===== config.mk =====
export PLATFORM = sky130hd
export DESIGN_NAME = usb_tx_sequencer
export DESIGN_NICKNAME = d
export VERILOG_FILES = /design/src/rtl/usb_tx_pkg.sv /design/src/rtl/usb_bit_timer.sv /design/src/rtl/usb_tx_sequencer.sv
export SDC_FILE = /design/constraint.sdc
export NUM_CORES = 1
export LEC_CHECK = 0
export CAP_MARGIN = 15
export CELL_PAD_IN_SITES_DETAIL_PLACEMENT = 0
export CELL_PAD_IN_SITES_GLOBAL_PLACEMENT = 2
export CORE_MARGIN = 1.5
export CORE_UTILIZATION = 34
export DETAILED_ROUTE_END_ITERATION = 8
export PLACE_DENSITY = 0.94
export SYNTH_ARGS = -nofsm -noshare
export SYNTH_HDL_FRONTEND = slang
export SYNTH_HIERARCHICAL = 1
export SYNTH_SLANG_ARGS = --single-unit

===== constraint.sdc =====
create_clock -name clk -period 4.6 [get_ports clk]
set_input_delay 0.92 -clock clk [delete_from_list [all_inputs] [get_ports clk]]
set_output_delay 0.92 -clock clk [all_outputs]
set_load 0.005 [all_outputs]

===== src/rtl/usb_tx_pkg.sv =====
// Shared types and field lengths for the USB transmit sequencer.
// Contents:
//   state_e     - sequencer states (IDLE .. EOP)
//   pkt_type_e  - request packet type encoding
//   *_BITS      - field lengths in USB bit periods
//   STUFF_RUN   - consecutive ones that force an inserted stuff bit
package usb_tx_pkg;

    typedef enum logic [2:0] {
        IDLE,
        SYNC,
        PID,
        DATA,
        TOKEN,
        CRC16,
        CRC5,
        EOP
    } state_e;

    typedef enum logic [1:0] {
        PKT_HANDSHAKE = 2'b00,
        PKT_DATA      = 2'b01,
        PKT_TOKEN     = 2'b10,
        PKT_RESERVED  = 2'b11
    } pkt_type_e;

    localparam int SYNC_BITS    = 8;
    localparam int PID_BITS     = 8;
    localparam int TOKEN_BITS   = 11;
    localparam int CRC16_BITS   = 16;
    localparam int CRC5_BITS    = 5;
    localparam int EOP_SE0_BITS = 2;
    localparam int STUFF_RUN    = 6;

endpackage


===== src/rtl/usb_bit_timer.sv =====
// USB bit-period timer.
// Ports:
//   clk      in  system clock
//   rst      in  synchronous active-high reset
//   restart  in  hold the period counter at its first cycle
//   bit_end  out high in the last cycle of every bit period
module usb_bit_timer #(
    parameter int CLKS_PER_BIT = 8
) (
    input  logic clk,
    input  logic rst,
    input  logic restart,
    output logic bit_end
);

    localparam int CW = $clog2(CLKS_PER_BIT);

    logic [CW-1:0] cnt_q;
    logic [CW-1:0] cnt_d;

    assign bit_end = (cnt_q == CW'(CLKS_PER_BIT - 1));

    always_comb begin
        cnt_d = cnt_q + 1'b1;
        if (restart || bit_end) begin
            cnt_d = '0;
        end
    end

    always_ff @(posedge clk) begin
        if (rst) begin
            cnt_q <= '0;
        end else begin
            cnt_q <= cnt_d;
        end
    end

endmodule


===== src/rtl/usb_tx_sequencer.sv =====
// USB transmit sequencer: accepts one packet request and steps the field shift
// register and NRZI encoder through SYNC, PID, payload/token, CRC and EOP,
// inserting stuff bits after every run of STUFF_RUN transmitted ones.
// Optional feature macro: USB_TX_TOKEN_EN (token packets with CRC5). When it is
// undefined, token requests are rejected and the TOKEN/CRC5 paths are not built.
// Ports:
//   clk, rst                      clock, synchronous active-high reset
//   start, pkt_type, byte_cnt     packet request (sampled only in IDLE)
//   d_orig                        current field bit, used for stuffing
//   sync/pid/data/crc_load_enable one-cycle field load strobes
//   shift_enable                  one-cycle advance of the active field
//   stuff, eop, idle              line-level controls for the encoder
//   busy, done, err               status to host logic
module usb_tx_sequencer
    import usb_tx_pkg::*;
#(
    parameter int CLKS_PER_BIT = 8,
    parameter int MAX_BYTES    = 8
) (
    input  logic       clk,
    input  logic       rst,
    input  logic       start,
    input  logic [1:0] pkt_type,
    input  logic [3:0] byte_cnt,
    input  logic       d_orig,
    output logic       sync_load_enable,
    output logic       pid_load_enable,
    output logic       data_load_enable,
    output logic       crc_load_enable,
    output logic       shift_enable,
    output logic       stuff,
    output logic       eop,
    output logic       idle,
    output logic       busy,
    output logic       done,
    output logic       err
);

    localparam int DATA_MAX_BITS = MAX_BYTES * 8;
    localparam int BCW = ($clog2(DATA_MAX_BITS + 1) > 5) ? $clog2(DATA_MAX_BITS + 1) : 5;

    state_e          state_q, state_d, next_field;
    pkt_type_e       pkt_q, pkt_d;
    logic [BCW-1:0]  bit_cnt_q, bit_cnt_d;
    logic [BCW-1:0]  data_bits_q, data_bits_d;
    logic [BCW-1:0]  field_last;
    logic [2:0]      ones_q, ones_d;
    logic            stuff_q, stuff_d;
    logic            first_q, first_d;
    logic            done_q, done_d;
    logic            err_q, err_d;
    logic            bit_end;
    logic            last_bit;
    logic            counted;
    logic            in_field;
    logic            req_valid;

    // Timer is held at cycle 0 while idle so the first SYNC period is aligned
    // to the accept edge; after that fields follow back to back.
    usb_bit_timer #(.CLKS_PER_BIT(CLKS_PER_BIT)) u_bit_timer (
        .clk     (clk),
        .rst     (rst),
        .restart (state_q == IDLE),
        .bit_end (bit_end)
    );

    always_comb begin
        req_valid = (int'(byte_cnt) <= MAX_BYTES);
        case (pkt_type)
            2'b11: req_valid = 1'b0;
`ifndef USB_TX_TOKEN_EN
            2'b10: req_valid = 1'b0;
`endif
            default: ;
        endcase
    end

    // Index of the last bit period of the current state. For EOP this is the
    // final J bit following the SE0 bits.
    always_comb begin
        field_last = '0;
        case (state_q)
            SYNC:    field_last = BCW'(SYNC_BITS - 1);
            PID:     field_last = BCW'(PID_BITS - 1);
            DATA:    field_last = data_bits_q - BCW'(1);
            TOKEN:   field_last = BCW'(TOKEN_BITS - 1);
            CRC16:   field_last = BCW'(CRC16_BITS - 1);
            CRC5:    field_last = BCW'(CRC5_BITS - 1);
            EOP:     field_last = BCW'(EOP_SE0_BITS);
            default: field_last = '0;
        endcase
    end

    always_comb begin
        next_field = IDLE;
        case (state_q)
            SYNC: next_field = PID;
            PID: begin
                case (pkt_q)
                    PKT_DATA:  next_field = (data_bits_q != '0) ? DATA : CRC16;
`ifdef USB_TX_TOKEN_EN
                    PKT_TOKEN: next_field = TOKEN;
`endif
                    default:   next_field = EOP;
                endcase
            end
            DATA:  next_field = CRC16;
`ifdef USB_TX_TOKEN_EN
            TOKEN: next_field = CRC5;
            CRC5:  next_field = EOP;
`endif
            CRC16: next_field = EOP;
            default: next_field = IDLE;
        endcase
    end

    assign last_bit = (bit_cnt_q == field_last);
    // SYNC is a fixed pattern and never contributes to a ones run.
    assign counted  = state_q inside {PID, DATA, TOKEN, CRC16, CRC5};
    assign in_field = counted || (state_q == SYNC);

    always_comb begin
        state_d     = state_q;
        pkt_d       = pkt_q;
        bit_cnt_d   = bit_cnt_q;
        data_bits_d = data_bits_q;
        ones_d      = ones_q;
        stuff_d     = stuff_q;
        first_d     = 1'b0;
        done_d      = 1'b0;
        err_d       = 1'b0;
        if (state_q == IDLE) begin
            bit_cnt_d = '0;
            ones_d    = '0;
            stuff_d   = 1'b0;
            if (start) begin
                if (req_valid) begin
                    state_d     = SYNC;
                    first_d     = 1'b1;
                    pkt_d       = pkt_type_e'(pkt_type);
                    data_bits_d = BCW'({byte_cnt, 3'b000});
                end else begin
                    err_d = 1'b1;
                end
            end
        end else if (bit_end) begin
            if (stuff_q) begin
                // Inserted zero: no field bit consumed, just resume.
                stuff_d = 1'b0;
            end else begin
                if (counted) begin
                    if (!d_orig) begin
                        ones_d = '0;
                    end else if (ones_q == 3'(STUFF_RUN - 1)) begin
                        ones_d  = '0;
                        stuff_d = 1'b1;
                    end else begin
                        ones_d = ones_q + 3'd1;
                    end
                end
                if (last_bit) begin
                    bit_cnt_d = '0;
                    state_d   = next_field;
                    first_d   = (state_q != EOP);
                    done_d    = (state_q == EOP);
                end else begin
                    bit_cnt_d = bit_cnt_q + BCW'(1);
                end
            end
        end
    end

    always_ff @(posedge clk) begin
        if (rst) begin
            state_q     <= IDLE;
            pkt_q       <= PKT_HANDSHAKE;
            bit_cnt_q   <= '0;
            data_bits_q <= '0;
            ones_q      <= '0;
            stuff_q     <= 1'b0;
            first_q     <= 1'b0;
            done_q      <= 1'b0;
            err_q       <= 1'b0;
        end else begin
            state_q     <= state_d;
            pkt_q       <= pkt_d;
            bit_cnt_q   <= bit_cnt_d;
            data_bits_q <= data_bits_d;
            ones_q      <= ones_d;
            stuff_q     <= stuff_d;
            first_q     <= first_d;
            done_q      <= done_d;
            err_q       <= err_d;
        end
    end

    assign sync_load_enable = first_q && (state_q == SYNC);
    assign pid_load_enable  = first_q && (state_q == PID);
    assign data_load_enable = first_q && ((state_q == DATA) || (state_q == TOKEN));
    assign crc_load_enable  = first_q && ((state_q == CRC16) || (state_q == CRC5));
    assign shift_enable     = bit_end && !stuff_q && in_field && !last_bit;
    assign stuff            = stuff_q;
    assign eop              = (state_q == EOP) && !stuff_q && (bit_cnt_q < BCW'(EOP_SE0_BITS));
    assign idle             = (state_q == IDLE) ||
                              ((state_q == EOP) && !stuff_q && (bit_cnt_q == BCW'(EOP_SE0_BITS)));
    assign busy             = (state_q != IDLE);
    assign done             = done_q;
    assign err              = err_q;

endmodule


[Yosys cells after proc, flatten, opt, wreduce, memory -nomap -nowiden]
Cells that the tools add are included.
Word-level totals
  word-level logic and storage cells: 97
  bits of input ports: 10
  flip-flop bits (word level): 26
  output and inout port bits: 11
Operators by class
  bitwise gates (word level): 5
  magnitude comparators: 2
  equal/unequal tests: 18
  reduce and logical (&&, ||, !) cells: 33
  mux-type cells: 25
  $add $sub $neg: 4
Operators by type and width (number)
  case mux 7 bit (6 select lines): 1
  2-to-1 mux 3 bit: 10
  == test 3 bit (second input constant): 6
  2-to-1 mux 1 bit: 12
  case mux 3 bit (4 select lines): 1
  logical AND 1 bit: 10
  OR reduction 2 bit: 4
  adder 7 x 1 -> 7 bit (second input constant): 1
  == test 7 x 2 -> 1 bit (second input constant): 1
  == test 7 bit: 1
  < comparator 7 x 2 -> 1 bit (second input constant): 1
  2-to-1 mux 7 bit: 1
  nonzero test 7 bit: 1
  subtractor 7 x 1 -> 7 bit (second input constant): 1
  adder 3 x 1 -> 3 bit (second input constant): 2
  == test 3 x 2 -> 1 bit (second input constant): 2
  AND reduction 3 bit: 2
  logical OR 1 bit: 5
  NOT 1 bit: 5
  AND reduction 5 bit: 1
  nonzero test 5 bit: 1
  OR reduction 5 bit: 1
  == test 2 bit (second input constant): 2
  <= comparator 4 bit (second input constant): 1
  11 further kinds: 14

[Logic depth before layout (Yosys ltp)]
  word-level depth: 8
  depth in mapped cells: 9
  gate-level depth less buffers: 8

[By module]
The synthesis kept the hierarchy.
Modules (own cells, without submodules)
  usb_tx_sequencer: times used 1, area each 1405.1 um2, cells an instance 175, seq. area each 460.4 um2
  usb_bit_timer: times used 1, area each 108.9 um2, cells an instance 8, seq. area each 60.1 um2

[Worst setup path after synthesis]
OpenSTA, ideal clock, no wires.
  path kind: register to output
  start point: reg state_q[2]
  end point: out shift_enable
  required time: 3.680 ns
  path buffers: 0
  arrival: 1.718 ns
  stages on the path, launching flop included: 7
  setup slack: 1.962 ns
  path through: dfxtp_1 -> ha_1 -> a21bo_2 -> a2111oi_2 -> o32ai_1 -> nor4_1 -> a21oi_1
Between the ends
  word-level cells in the longest chain between the ends: 6
  elaborated cells between the ends (all ways): 15
  classes of those cells: eq/ne: 8; mux: 1; reduce/logical: 6
Ends and longest elaborated chain
  from (decl): line usb_tx_sequencer.sv:42  | state_e state_q, state_d, next_field;
  from (signal assigned): line usb_tx_sequencer.sv:185  | state_q <= state_d;
  == test 3 x 2 -> 1 bit or == test 3 x 1 -> 1 bit (tied branches): line usb_tx_sequencer.sv:82, usb_tx_sequencer.sv:119, usb_tx_sequencer.sv:120
  OR reduction 2 bit (no line)
  case mux 7 bit (6 select lines): line usb_tx_sequencer.sv:82  | case (state_q)
  == test 7 bit: line usb_tx_sequencer.sv:117  | assign last_bit = (bit_cnt_q == field_last);
  logical NOT 1 bit: line usb_tx_sequencer.sv:201  | assign shift_enable = bit_end && !stuff_q && in_field && !last_bit;
  logical AND 1 bit *: line usb_tx_sequencer.sv:201
  to (decl): line usb_tx_sequencer.sv:30  | output logic shift_enable,
Mark *: on every way between the ends. The rest lies on a longest branch, timed or not.

[Final worst setup path]
  start point: reg state_q[1]
  end point: out shift_enable
The elaborated chain is that of the path after synthesis.

==> run_results.csv <==
group,metric,value,unit
status,status,"complete, no violations",
timing,setup_viol,0,
yosys,synth_cell_types,46,
yosys,synthArstFlopShare,0,%
timing,totalNegativeSetupSlack,0,ps
die,ios,21,
cts,cts-resized-gates,0,
timing,hold_slack,442,ps
yosys,syn_area,1510,um2
timing,rsz0062_at_grt,"no",
worst_setup_path,critPathRequiredTime,3680,ps
timing,maxSlewViolCount,0,
placed_design,gp_congestion,0.812,
yosys,synth_seq_cells,26,
min_path,hold_path.class,"reg -> reg",
timing,max_freq,265,MHz
yosys,netlist_instances,183,
worst_setup_path,path_cells,"inv_1 > ha_1 > o2bb2ai_1 > a211o_1 > nand4_1 > nor4_1 > buf_4 > a21oi_1 > clkdlybuf4s50_1",
yosys,seq_area_frac_synth,34.4,%
cts,clockBufferDepth,2,
timing,post-route-period-util,81.9,%
die,fp.dieH,69.7,um
die,dieArea,4860,um2
yosys,synth.avg_cell_area,8.27,um2
yosys,synth_edf_count,0,
global_route,grt_max_degree,19,
worst_setup_path,r2r_cells,7,
worst_setup_path,crit_path_top_delay_cell,"dfxtp_1",
timing,slew_headroom,61.4,%
cells_and_area,drive_gt1_share,4.50,%
yosys,yosys.area.top_type_share,34.4,%
drt,vias_per_cell,5.29,
global_route,grt_pass1_vias,1282,
worst_setup_path,critical_path_class,"reg -> out",
cts,clk_latency,270,ps
timing,hold_violations,0,
die,std_cell_rows,24,
power_and_ir_drop,p_leak,0.000670,uW
timing,min_period,3770,ps
drt,first_pass_iters,4,
worst_setup_path,crit_path_end_kind,"output port",
job,cap_viol_max_count,0,
cells_and_area,nets,219,
drt,drtIter0Drc,26,
cts,htreeDepth,1,
die,start_util,35.0,%
die,die_x,69.7,um
cts,path_clk_slew,90,ps
drt,drc,0,
cts,numCtsBuffers,3,
cts,clkSinkCount,26,
power_and_ir_drop,max-vdd-ir-drop,0.100,mV
global_route,grt_pass1_wl,5.75,mm
min_path,hold_depth,1,
global_route,grt_util_all_layers,14.5,%
cells_and_area,antenna_cells,0,
cts,clockRootBuffer,"clkbuf_8",
global_route,overflow,0,
worst_setup_path,slowest_delay,660,ps
yosys,yosysTopAreaCell,"dfxtp_1",
drt,wl_per_cell,13.1,um
worst_setup_path,worstPathArrival,2850,ps
yosys,synthTopCellsByArea,"dfxtp_1, ha_1, nor2_1",
placed_design,portBuffers,20,
worst_setup_path,startpoint_type,"register",
yosys,synth_top_flop_cell,"dfxtp_1",
yosys,syn-num-nets,201,
yosys,synthTopCellsByCount,"dfxtp_1, nor2_1, inv_1, nand2_1, a21oi_1",
cells_and_area,area_delta_synth_final,20.4,%
placed_design,hpwl,2.50,mm
yosys,synthMostInstantiatedCell,"dfxtp_1",
drt,ant_nets,0,
worst_setup_path,r2r_slack,1840,ps
power_and_ir_drop,powerDensity,253,nW/um2
die,core-area,4320,um2
cts,cts_setup_buffers,0,
timing,finalClockSkew,6.95,ps
drt,wirelength,3.30,mm
yosys,yosysWarnings,6,
drt,num_vias,1334,
power_and_ir_drop,finalPower,462,uW
timing,worstMarginPinSlew,579,ps
worst_setup_path,path_max_fanout,15,
global_route,grt_antenna_before_repair,0,
cts,cts_tree,"yes",
cts,postCtsHoldBufs,0,
[state kept, by name (all words and copies together), names as in the netlist]
register	cells
err	1
stuff	1
ones_q	3
u_bit_timer/cnt_q	3
done	1
bit_cnt_q	7
pkt_q	2
data_bits_q	4
first_q	1
state_q	3
[path summary, 6_finish.rpt]
path,from,end
setup reg to reg,state_q[1]$_SDFFE_PP0P_,state_q[1]$_SDFFE_PP0P_
setup / recovery,state_q[1]$_SDFFE_PP0P_,shift_enable
hold / removal,u_bit_timer/cnt_q[0]$_SDFF_PP0_,u_bit_timer/cnt_q[0]$_SDFF_PP0_
hold reg to reg,u_bit_timer/cnt_q[0]$_SDFF_PP0_,u_bit_timer/cnt_q[0]$_SDFF_PP0_
[per-stage QoR]
step / std cells / util, % / setup WS [ps] / area, um2
2_1_floorplan: 183 / - / 1960 / 1510
3_3_place_gp: 248 / 40.5 / 1200 / 1750
3_5_place_dp: 248 / 40.5 / 1180 / 1750
4_1_cts: 252 / 42.2 / 857 / 1820
5_1_grt: 252 / 42.2 / 527 / 1820
6_report: 252 / 42.2 / 832 / 1820
[cells in the final DEF, fill, tap and decap left out, drive strengths merged, types with 5 or more instances in the layout]
cell type / count
clkdlybuf4s50: 20
mux2i: 6
nor4: 5
and3: 7
a21oi: 9
nand2: 11
dfxtp: 26
nor2: 24
nand3: 7
ha: 8
o21ai: 6
or3: 5
xor2: 6
inv: 11
[layer usage]
metal	vias to the layer above	GRT usage (%)	part of all wire, %	routed length (um)
met5	-	0	0	0
met4	0	4.49	1.4	46
met3	5	2.18	2.0	65
met2	15	24.0	46	1500
met1	621	19.6	51	1680
li1	693	-	-	-
[layout make-up]
cell class / count / area (um2)
Clock buffer: 3 / 41.3
Timing Repair Buffer: 21 / 208
Tap cell: 52 / 65.1
Multi-Input combinational cell: 138 / 917
Clock inverter: 1 / 30.0
Inverter: 11 / 41.3
Sequential cell: 26 / 520
Fill cell: 470 / 2500
[critical path, delay by kind of cell (launching register included)]
kind	cells	cell delay (ps)
buffers and inverters	3	830
AOI/OAI and AO/OA	3	380
DFF	1	660
and+or+nand+nor	2	400
adders and majority gates	1	310
[cell families after synthesis]
family,count (synthesis),share of synthesized area [%]
simple gates,79,27.9
mux,7,4.71
xor+xnor,10,5.78
flops,26,34.4
compound gates,34,15.6
buf+inv,19,5.04
fa+ha+maj,8,6.61
[power breakdown]
group	internal, uW	switching, uW
Clock	116	71.9
Sequential	228	4.48
Combinational	21.1	19.3
Note: power is estimated with default switching activity, not from simulation.
